## src/rtl/attn_pkg.sv

```systemverilog
// Shared attention-engine definitions: datapath widths, default row length and
// the output-stage state encoding used by the exp stage, sum logic and softmax_tx.
package attn_pkg;

    localparam int ATTN_N_ROW = 4;  // elements per row, power of two 2..8
    localparam int ATTN_EX_W  = 9;  // e^x term, UQ3.6
    localparam int ATTN_P_W   = 8;  // probability, UQ0.8

    typedef enum logic [1:0] {
        COLLECT,
        SUM,
        DIVIDE,
        SEND
    } tx_state_t;

endpackage

```

## src/rtl/seq_divider.sv

```systemverilog
// Unsigned restoring divider producing one quotient bit per cycle over a fixed Q_W
// iterations; the first iteration runs in the start cycle using the input operands.
module seq_divider #(
    parameter int DVD_W = 17,
    parameter int DVS_W = 11,
    parameter int Q_W   = 9
) (
    input  logic             clk,
    input  logic             rst,
    input  logic             i_start,
    input  logic [DVD_W-1:0] i_dividend,
    input  logic [DVS_W-1:0] i_divisor,
    output logic             o_done,
    output logic [Q_W-1:0]   o_quot
);
    localparam int CNT_W = $clog2(Q_W + 1);

    // Caller guarantees i_dividend >> Q_W < i_divisor, so Q_W quotient bits suffice.
    logic [DVS_W-1:0] r_rem;
    logic [DVS_W-1:0] r_div;
    logic [Q_W-1:0]   r_lo;
    logic [Q_W-1:0]   r_q;
    logic [CNT_W-1:0] r_cnt;

    logic [DVS_W-1:0] w_rem_in;
    logic [DVS_W-1:0] w_div_in;
    logic [Q_W-1:0]   w_lo_in;
    logic [Q_W-1:0]   w_q_in;
    logic [DVS_W:0]   w_shift;
    logic             w_bit;
    logic [DVS_W-1:0] w_rem_nxt;
    logic [Q_W-1:0]   w_lo_nxt;
    logic [Q_W-1:0]   w_q_nxt;

    // NOTE: combinational logic uses blocking '=' and every output gets a value on
    // every path, so no latch is inferred.
    always_comb begin
        if (i_start) begin
            w_rem_in = DVS_W'(i_dividend >> Q_W);
            w_lo_in  = i_dividend[Q_W-1:0];
            w_div_in = i_divisor;
            w_q_in   = '0;
        end else begin
            w_rem_in = r_rem;
            w_lo_in  = r_lo;
            w_div_in = r_div;
            w_q_in   = r_q;
        end
        w_shift   = {w_rem_in, w_lo_in[Q_W-1]};
        w_bit     = (w_shift >= {1'b0, w_div_in});
        w_rem_nxt = w_bit ? DVS_W'(w_shift - {1'b0, w_div_in}) : w_shift[DVS_W-1:0];
        w_lo_nxt  = {w_lo_in[Q_W-2:0], 1'b0};
        w_q_nxt   = {w_q_in[Q_W-2:0], w_bit};
    end

    // NOTE: sequential state uses non-blocking '<=' so every register samples
    // pre-edge values regardless of statement order.
    always_ff @(posedge clk or posedge rst) begin
        if (rst) begin
            r_rem <= '0;
            r_div <= '0;
            r_lo  <= '0;
            r_q   <= '0;
            r_cnt <= '0;
        end else if (i_start) begin
            r_rem <= w_rem_nxt;
            r_div <= w_div_in;
            r_lo  <= w_lo_nxt;
            r_q   <= w_q_nxt;
            r_cnt <= CNT_W'(Q_W - 1);
        end else if (r_cnt != '0) begin
            r_rem <= w_rem_nxt;
            r_lo  <= w_lo_nxt;
            r_q   <= w_q_nxt;
            r_cnt <= r_cnt - 1'b1;
        end
    end

    // Done flags the cycle computing the final bit; o_quot already includes it.
    assign o_done = !i_start && (r_cnt == CNT_W'(1));
    assign o_quot = w_q_nxt;

endmodule

```

## src/rtl/softmax_tx.sv

```systemverilog
// Attention-engine output stage: buffers a row of e^x terms, sums them and streams
// each term divided by the row sum as a UQ0.8 probability over a valid/ready port.
module softmax_tx
    import attn_pkg::*;
#(
    parameter int N_ROW = ATTN_N_ROW,
    parameter int EX_W  = ATTN_EX_W,
    parameter int P_W   = ATTN_P_W
) (
    input  logic            clk,
    input  logic            rst,
    input  logic            ex_vld,
    output logic            ex_rdy,
    input  logic [EX_W-1:0] ex_data,
    output logic            mst_vld,
    input  logic            mst_rdy,
    output logic [P_W-1:0]  mst_data,
    output logic            mst_last,
    output logic            busy
);
    localparam int IDX_W = (N_ROW > 1) ? $clog2(N_ROW) : 1;
    localparam int S_W   = EX_W + IDX_W;
    localparam int DVD_W = EX_W + P_W;
    localparam int Q_W   = P_W + 1;
    localparam logic [IDX_W-1:0] LAST_IDX   = IDX_W'(N_ROW - 1);
    localparam logic [P_W-1:0]   ZERO_SUM_P = P_W'((1 << P_W) >> IDX_W);

    tx_state_t        r_state;
    logic [IDX_W-1:0] r_idx;
    logic [IDX_W-1:0] r_elem;
    logic [S_W-1:0]   r_sum;
    logic [EX_W-1:0]  r_buf [N_ROW];
    logic             r_div_start;
    logic             r_mst_vld;
    logic [P_W-1:0]   r_mst_data;
    logic             r_mst_last;

    logic             w_ex_rdy;
    logic             w_accept;
    logic [S_W-1:0]   w_sum;
    logic [DVD_W-1:0] w_dividend;
    logic             w_div_done;
    logic [Q_W-1:0]   w_quot;

    assign w_ex_rdy = (r_state == COLLECT);
    assign w_accept = ex_vld && w_ex_rdy;

    // NOTE: the row buffer carries no reset; every entry is written before the
    // SUM state reads it, so reset would only cost flops and routing.
    always_ff @(posedge clk) begin
        if (w_accept) begin
            r_buf[r_idx] <= ex_data;
        end
    end

    always_comb begin
        w_sum = '0;
        for (int i = 0; i < N_ROW; i++) begin
            w_sum = w_sum + S_W'(r_buf[i]);
        end
    end

    assign w_dividend = {r_buf[r_elem], {P_W{1'b0}}};

    seq_divider #(
        .DVD_W (DVD_W),
        .DVS_W (S_W),
        .Q_W   (Q_W)
    ) u_div (
        .clk        (clk),
        .rst        (rst),
        .i_start    (r_div_start),
        .i_dividend (w_dividend),
        .i_divisor  (r_sum),
        .o_done     (w_div_done),
        .o_quot     (w_quot)
    );

    always_ff @(posedge clk or posedge rst) begin
        if (rst) begin
            r_state     <= COLLECT;
            r_idx       <= '0;
            r_elem      <= '0;
            r_sum       <= '0;
            r_div_start <= 1'b0;
            r_mst_vld   <= 1'b0;
            r_mst_data  <= '0;
            r_mst_last  <= 1'b0;
        end else begin
            r_div_start <= 1'b0;
            case (r_state)
                COLLECT: begin
                    if (ex_vld) begin
                        if (r_idx == LAST_IDX) begin
                            r_idx   <= '0;
                            r_state <= SUM;
                        end else begin
                            r_idx <= r_idx + 1'b1;
                        end
                    end
                end
                SUM: begin
                    r_sum       <= w_sum;
                    r_elem      <= '0;
                    r_div_start <= 1'b1;
                    r_state     <= DIVIDE;
                end
                DIVIDE: begin
                    // An all-zero row gets a uniform distribution without dividing.
                    if (r_sum == '0) begin
                        r_mst_data <= ZERO_SUM_P;
                        r_mst_vld  <= 1'b1;
                        r_mst_last <= (r_elem == LAST_IDX);
                        r_state    <= SEND;
                    end else if (w_div_done) begin
                        r_mst_data <= w_quot[P_W] ? {P_W{1'b1}} : w_quot[P_W-1:0];
                        r_mst_vld  <= 1'b1;
                        r_mst_last <= (r_elem == LAST_IDX);
                        r_state    <= SEND;
                    end
                end
                SEND: begin
                    if (mst_rdy) begin
                        r_mst_vld  <= 1'b0;
                        r_mst_last <= 1'b0;
                        if (r_mst_last) begin
                            r_state <= COLLECT;
                        end else begin
                            r_elem      <= r_elem + 1'b1;
                            r_div_start <= 1'b1;
                            r_state     <= DIVIDE;
                        end
                    end
                end
                default: r_state <= COLLECT;
            endcase
        end
    end

    assign ex_rdy   = w_ex_rdy;
    assign busy     = !w_ex_rdy;
    assign mst_vld  = r_mst_vld;
    assign mst_data = r_mst_data;
    assign mst_last = r_mst_last;

endmodule
```

## config.mk

```make
export PLATFORM = sky130hd
export DESIGN_NAME = softmax_tx
export DESIGN_NICKNAME = d
export VERILOG_FILES = /design/src/rtl/attn_pkg.sv /design/src/rtl/seq_divider.sv /design/src/rtl/softmax_tx.sv
export SDC_FILE = /design/constraint.sdc
export NUM_CORES = 1
export LEC_CHECK = 0
export BUFFER_PORTS_ARGS = -buffer_cell sky130_fd_sc_hd__buf_2
export CORE_MARGIN = 1
export CORE_UTILIZATION = 35
export DETAILED_ROUTE_END_ITERATION = 12
export PLACE_DENSITY = 0.58
export SLEW_MARGIN = 40
export SYNTH_ARGS = -nofsm -noshare
export SYNTH_HDL_FRONTEND = slang
export SYNTH_SLANG_ARGS = --single-unit
```

## constraint.sdc

```tcl
create_clock -name clk -period 3.1 [get_ports clk]
set_clock_uncertainty 0.05 [all_clocks]
set_input_delay 0.465 -clock clk [delete_from_list [all_inputs] [get_ports clk]]
set_output_delay 0.465 -clock clk [all_outputs]
set_load 0.005 [all_outputs]
```

# --- Word level (Yosys, flattened, before mapping) ---
# Memory sizes are Yosys's and may differ from the RTL's.
# Cells that the tools add are included.
classes:
  addsub: 7
  order_cmp: 1
  eq_ne: 11
  n_mux: 39
  reduce_logical: 16
ops:
  columns: ["operator", "n"]
  rows:
  - ["$mux 11", 5]
  - ["$mux 8", 6]
  - ["$mux 9", 3]
  - ["$mux 2", 9]
  - ["$ge 12x11->1", 1]
  - ["$add 10x9->11", 1]
  - ["$add 11x9->11", 1]
  - ["$logic_not 11->1", 1]
  - ["$sub 11x11->11", 1]
  - ["$add 9x9->10", 1]
  - ["$mux 1", 9]
  - ["$eq 2x2->1 const B", 4]
  - ["$mux 4", 2]
  - ["$pmux 2 s4", 1]
  - ["$reduce_bool 2->1", 4]
  - ["$ne 2x2->1 const B", 3]
  - ["$pmux 1 s2", 3]
  - ["$reduce_and 3->1", 2]
  - ["$add 2x1->2 const B", 2]
  - ["$eq 4x1->1 const B", 1]
  - ["$pmux 2 s2", 1]
  - ["$reduce_and 2->1", 2]
  - ["$reduce_and 4->1", 1]
  - ["$reduce_bool 4->1", 1]
  - ["7 further kinds", 9]
totals:
  regBits: 71
  ramBits: 36
  inputBits: 13
  out_inout_bits: 12
  mem_count: 1
mem_list:
  columns: ["name", "words", "width", "read_ports", "rd_ports_with_merged_regs", "write_ports", "line", "source"]
  rows:
  - ["r_buf", 4, 9, 5, 0, 1, "softmax_tx.sv:32", "logic [EX_W-1:0] r_buf [N_ROW];"]

# --- Longest topological paths before layout ---
# An unclocked memory read counts as a cell.
logic_depth:
  depth_word: 6
  ltp_mapped: 14
  depth_no_buf: 13

# --- Modules after synthesis ---
# A second synthesis with hierarchy kept.
hier_totals:
  hier_cells: 548
  area_unflattened_um2: 6014.5
modules_own_cells:
  columns: ["mod", "instances", "cells_per_inst", "area_each_um2"]
  rows:
  - ["softmax_tx", 1, 281, 3418.3]
  - ["seq_divider", 1, 267, 2596.2]

# --- Worst setup path after synthesis ---
# OpenSTA, ideal clock, no wires.
synth_path:
  path_type: "reg2reg"
  start: "register r_div_start"
  end: "register u_div.r_rem[2]"
  t_arrival_ps: 3124
  slack_ps: -210
  stages_incl_launch_ff: 14
  path_buffers: 4
  synth_period_minus_slack_ps: 3310
  cell_sequence: "dfrtp_1 -> clkbuf_1 -> clkbuf_1 -> mux2_2 -> ha_1 -> fa_1 -> nand2b_1 -> a21oi_1 -> o21ai_0 -> and3_1 -> buf_2 -> buf_2 -> mux2i_1 -> a21oi_1"
synth_between:
  elab_chain_cells: 5
synth_lines:
  columns: ["element", "line", "source"]
  rows:
  - ["from (decl)", "softmax_tx.sv:33", "logic r_div_start;"]
  - ["from (signal assigned)", "softmax_tx.sv:85", "r_div_start <= 1'b0;"]
  - ["from (signal assigned)", "softmax_tx.sv:90", "r_div_start <= 1'b0;"]
  - ["from (signal assigned)", "softmax_tx.sv:105", "r_div_start <= 1'b1;"]
  - ["$mux 11 (*)", "seq_divider.sv:38", "if (i_start) begin"]
  - ["via u_div.w_div_in[0]", "seq_divider.sv:26", "logic [DVS_W-1:0] w_div_in;"]
  - ["$sub 11x11->11 / $ge 12x11->1 (equally long branches)", "seq_divider.sv:51, seq_divider.sv:50", null]
  - ["$mux 11 (*)", "seq_divider.sv:51", "w_rem_nxt = w_bit ? DVS_W'(w_shift - {1'b0, w_div_in}) : w_shift[DVS_W-1:0];"]
  - ["$mux 11", "seq_divider.sv:71", "end else if (r_cnt != '0) begin"]
  - ["$mux 11 (*)", "seq_divider.sv:65", "end else if (i_start) begin"]
  - ["to (signal assigned)", "seq_divider.sv:66", "r_rem <= w_rem_nxt;"]
  - ["to (signal assigned)", "seq_divider.sv:72", "r_rem <= w_rem_nxt;"]
  - ["to (decl)", "seq_divider.sv:19", "logic [DVS_W-1:0] r_rem;"]
# The timed path passes the listed nets; every way through them passes the cells marked *. The select of a mux whose other input is x is not followed.
# A chain may end at the register's enable or synchronous reset.

# --- Worst setup path in the final report ---
layout_path:
  start: "register r_elem[0]"
  end: "register u_div.r_rem[10]"
layout_between:
  elab_chain_cells: 6
layout_lines:
  columns: ["element", "line", "source"]
  rows:
  - ["from (decl)", "softmax_tx.sv:30", "logic [IDX_W-1:0] r_elem;"]
  - ["from (signal assigned)", "softmax_tx.sv:129", "r_elem <= r_elem + 1'b1;"]
  - ["$mem_v2 4x9 (*)", null, null]
  - ["$mux 9 / $mux 11 (equally long branches)", "seq_divider.sv:38", null]
  - ["$sub 11x11->11 / $ge 12x11->1 (equally long branches)", "seq_divider.sv:51, seq_divider.sv:50", null]
  - ["$mux 11 (*)", "seq_divider.sv:51", null]
  - ["$mux 11", "seq_divider.sv:71", null]
  - ["$mux 11 (*)", "seq_divider.sv:65", null]
# Mark *: on every way between the ends. The rest lies on a longest branch, timed or not. The select of a mux whose other input is x is not followed.

==> impl_metrics.ini <==
[synthesis]
muxShareOfSynthArea_pct = 9.96
synth_edf_count = 36
synth_xor_xnor_area_share_pct = 1.39
synthAdderAreaFrac_pct = 12.9
seq_area_frac_synth_pct = 46.5
synth_top_cell_by_area = dfrtp_1
ys_top_cells_by_area = dfrtp_1, edfxtp_1, fa_1
yosysWarnings = 0
yosysUniqueCellTypes = 50
syn_area_um2 = 5670
synth-compound-area-share_pct = 10.5
yosys.area_share.simple_pct = 11.5
postSynthAreaPerCell_um2 = 10.8
syn_nets = 584
ys.flop_type = dfrtp_1
synth.top_cell.area_share_pct = 27.4
synth_cells = 524
synth_top_family_by_area = adder cells
async_flop_share_pct = 63.3
synth-seq-cells = 98

[worst_setup_path]
cp-start-kind = flip-flop
critPathRequiredTime_ns = 3.29
crit_fanout = 6
critPathKind = flip-flop to flip-flop
end_kind = flip-flop
crit_chain = buf_12, mux4_2, mux2_2, ha_2, buf_4, a21o_1, a21oi_2, a21oi_2, nor4_4, nor4_4, a211o_1
worstPathArrival_ns = 3.26
max_stage_delay_ns = 0.53
worst_path_max_delay_cell = mux4_2

[global_routing]
grt_pass1_wl_um = 19500
grt_usage_pct = 15.5
grt-ovfl-total = 0
grt_max_degree = 63
grt_pass1_vias = 3895
grt_antenna_before_repair = 0

[placed_design]
placed_cell_area_um2 = 6190
dpl.hpwl_um = 8670
place.gp.congestion = 0.865
portBuffers = 24

[floorplanning]
die_y_um = 129
dieArea_um2 = 16700
rows = 46
die_x_um = 129
core_um2 = 15800
num_io_pins = 25
initial_core_util_pct = 35.8

[clock_network]
clock_latency_ns = 0.35
clk_pin_slew_ns = 0.07
hold_buffers = 0
cts.sinks = 98
clockBufferDepth = 2
htree_levels = 3
cts_tree = yes
cts_made_buffers = 9
root_buffer = clkbuf_16

[routing]
firstDrtPassIters = 4
routed-via-count = 3874
vias_per_cell = 4.88
ant_nets = 0
wl_per_cell_um = 15.2
drc_errors = 0
drt_iter0_drc = 141
routed_wirelength_um = 12100

[final_layout]
antenna_cells = 0
finalCoreUtilization_pct = 42.6
most-common-layout-cells = inv_1, dfrtp_1, nand2_1, edfxtp_1, buf_4
syn_to_final_growth_pct = 19.0
final_layout_size_suffix_gt1_share_pct = 25.6
nets = 633
design_area_um2 = 6740
final_common_cell = inv_1

[sta]
clock.fmax_ghz = 0.326
rsz0062_at_grt = yes
whs_ns = 0.112
slew_headroom_pct = 50.2
period_needed_ns = 3.07
period_share_pct = 99.0
slew_violations = 0
hold_violations = 0
tightest_slew_ns = 0.747
setup_viol = 0

[power]
p_leak_nw = 3.01
power_density_nw_per_um2 = 1090
ir_worst_vdd_v = 0.000418

[run]
drv_cap = 0

[min_path]
holdCritPathClass = input port to asynchronous set/reset pin

[outcome]
status = complete, no violations
[sequential cells by signal (all words and copies together) (netlist names)]
signal / flops
mst_data: 8
mst_last: 1
mst_vld: 1
r_buf: 36
r_div_start: 1
r_elem: 2
r_idx: 2
r_state: 2
r_sum: 11
u_div.r_cnt: 4
u_div.r_div: 11
u_div.r_q: 8
u_div.r_rem: 11
[synthesized netlist by cell type, drive strengths merged, types with 6 or more instances]
cell and n:
inv 75, dfrtp 62, nand2 49, edfxtp 36, nor2 34, ha 28, o21ai 27, mux2 25
a21oi 24, fa 19, clkbuf 13, o31ai 10, and3 9, buf 9, mux4 9, nand3b 9
mux2i 8, nor3 8, nor2b 6
[what timing repair did]
item / in CTS / in global routing
setup endpoints to repair: 4 / 14
pin swaps: 1 / 12
gates cloned: 0 / 1
resized for setup: 4 / 40
setup buffers: 0 / 5
[layer usage]
layer | GRT usage [%] | up-vias | part of all wire, %
met5 | 0 | - | 0
met4 | 8.10 | 0 | 2.5
met3 | 2.85 | 19 | 3.4
met2 | 25.9 | 53 | 49
met1 | 19.3 | 1912 | 45
li1 | - | 1890 | -
[path summary, 6_finish.rpt]
kind	startpoint	endpoint	slack, ns	cells after the start
hold reg to reg	mst_data[7]	mst_data[7]	0.42	2
max in group asynchronous	rst	r_elem[0]	2.59	3
setup reg to reg	r_elem[0]	u_div.r_rem[10]	0.03	11
hold / removal	rst	u_div.r_q[6]	0.11	3
setup / recovery	r_elem[0]	u_div.r_rem[10]	0.03	11
min in group clk	ex_data[3]	r_buf[3][3]	0.27	1
[layout make-up]
type	count	area (um2)
repair buffers	61	453
clock buffers	14	274
flip-flops and latches	98	2630
clock inverters	2	12.5
fillers	1463	9090
well taps	216	270
multi-input cells	328	2820
inverters	75	282
[critical path, delay by kind of cell (launching register included)]
| kind | cells | cell delay [ns] |
|---|---|---|
| compound gates | 4 | 0.71 |
| fa+ha+maj | 1 | 0.21 |
| mux | 2 | 0.85 |
| buf+inv | 2 | 0.30 |
| simple gates | 2 | 0.42 |
| flops | 1 | 0.41 |
[where the power goes]
part	leakage [nW]	switching [mW]	internal (mW)	total [mW]
registers	1.08	0.303	1.78	2.08
clock network	0.139	0.475	0.609	1.08
logic	1.79	2.06	2.14	4.20
[cells by family after synthesis]
family	after synthesis
AND/OR/NAND/NOR	136
buffers and inverters	98
flip-flops	98
AO/OA/AOI/OAI	94
adder cells (fa/ha/maj)	47
multiplexers	42
XOR/XNOR	9
[per-stage QoR]
stage	setup WS [ns]	cells	power, mW	TNS [ns]
finish	0.0319	794	7.36	0
global route	-0.0908	794	7.94	-0.194
CTS	0.00608	788	6.91	0
detailed placement	-0.0899	772	5.78	-0.285
global placement	-0.0265	772	5.67	-0.0559
floorplan	0.0239	524	4.62	0
Note: power is estimated with default switching activity, not from simulation.
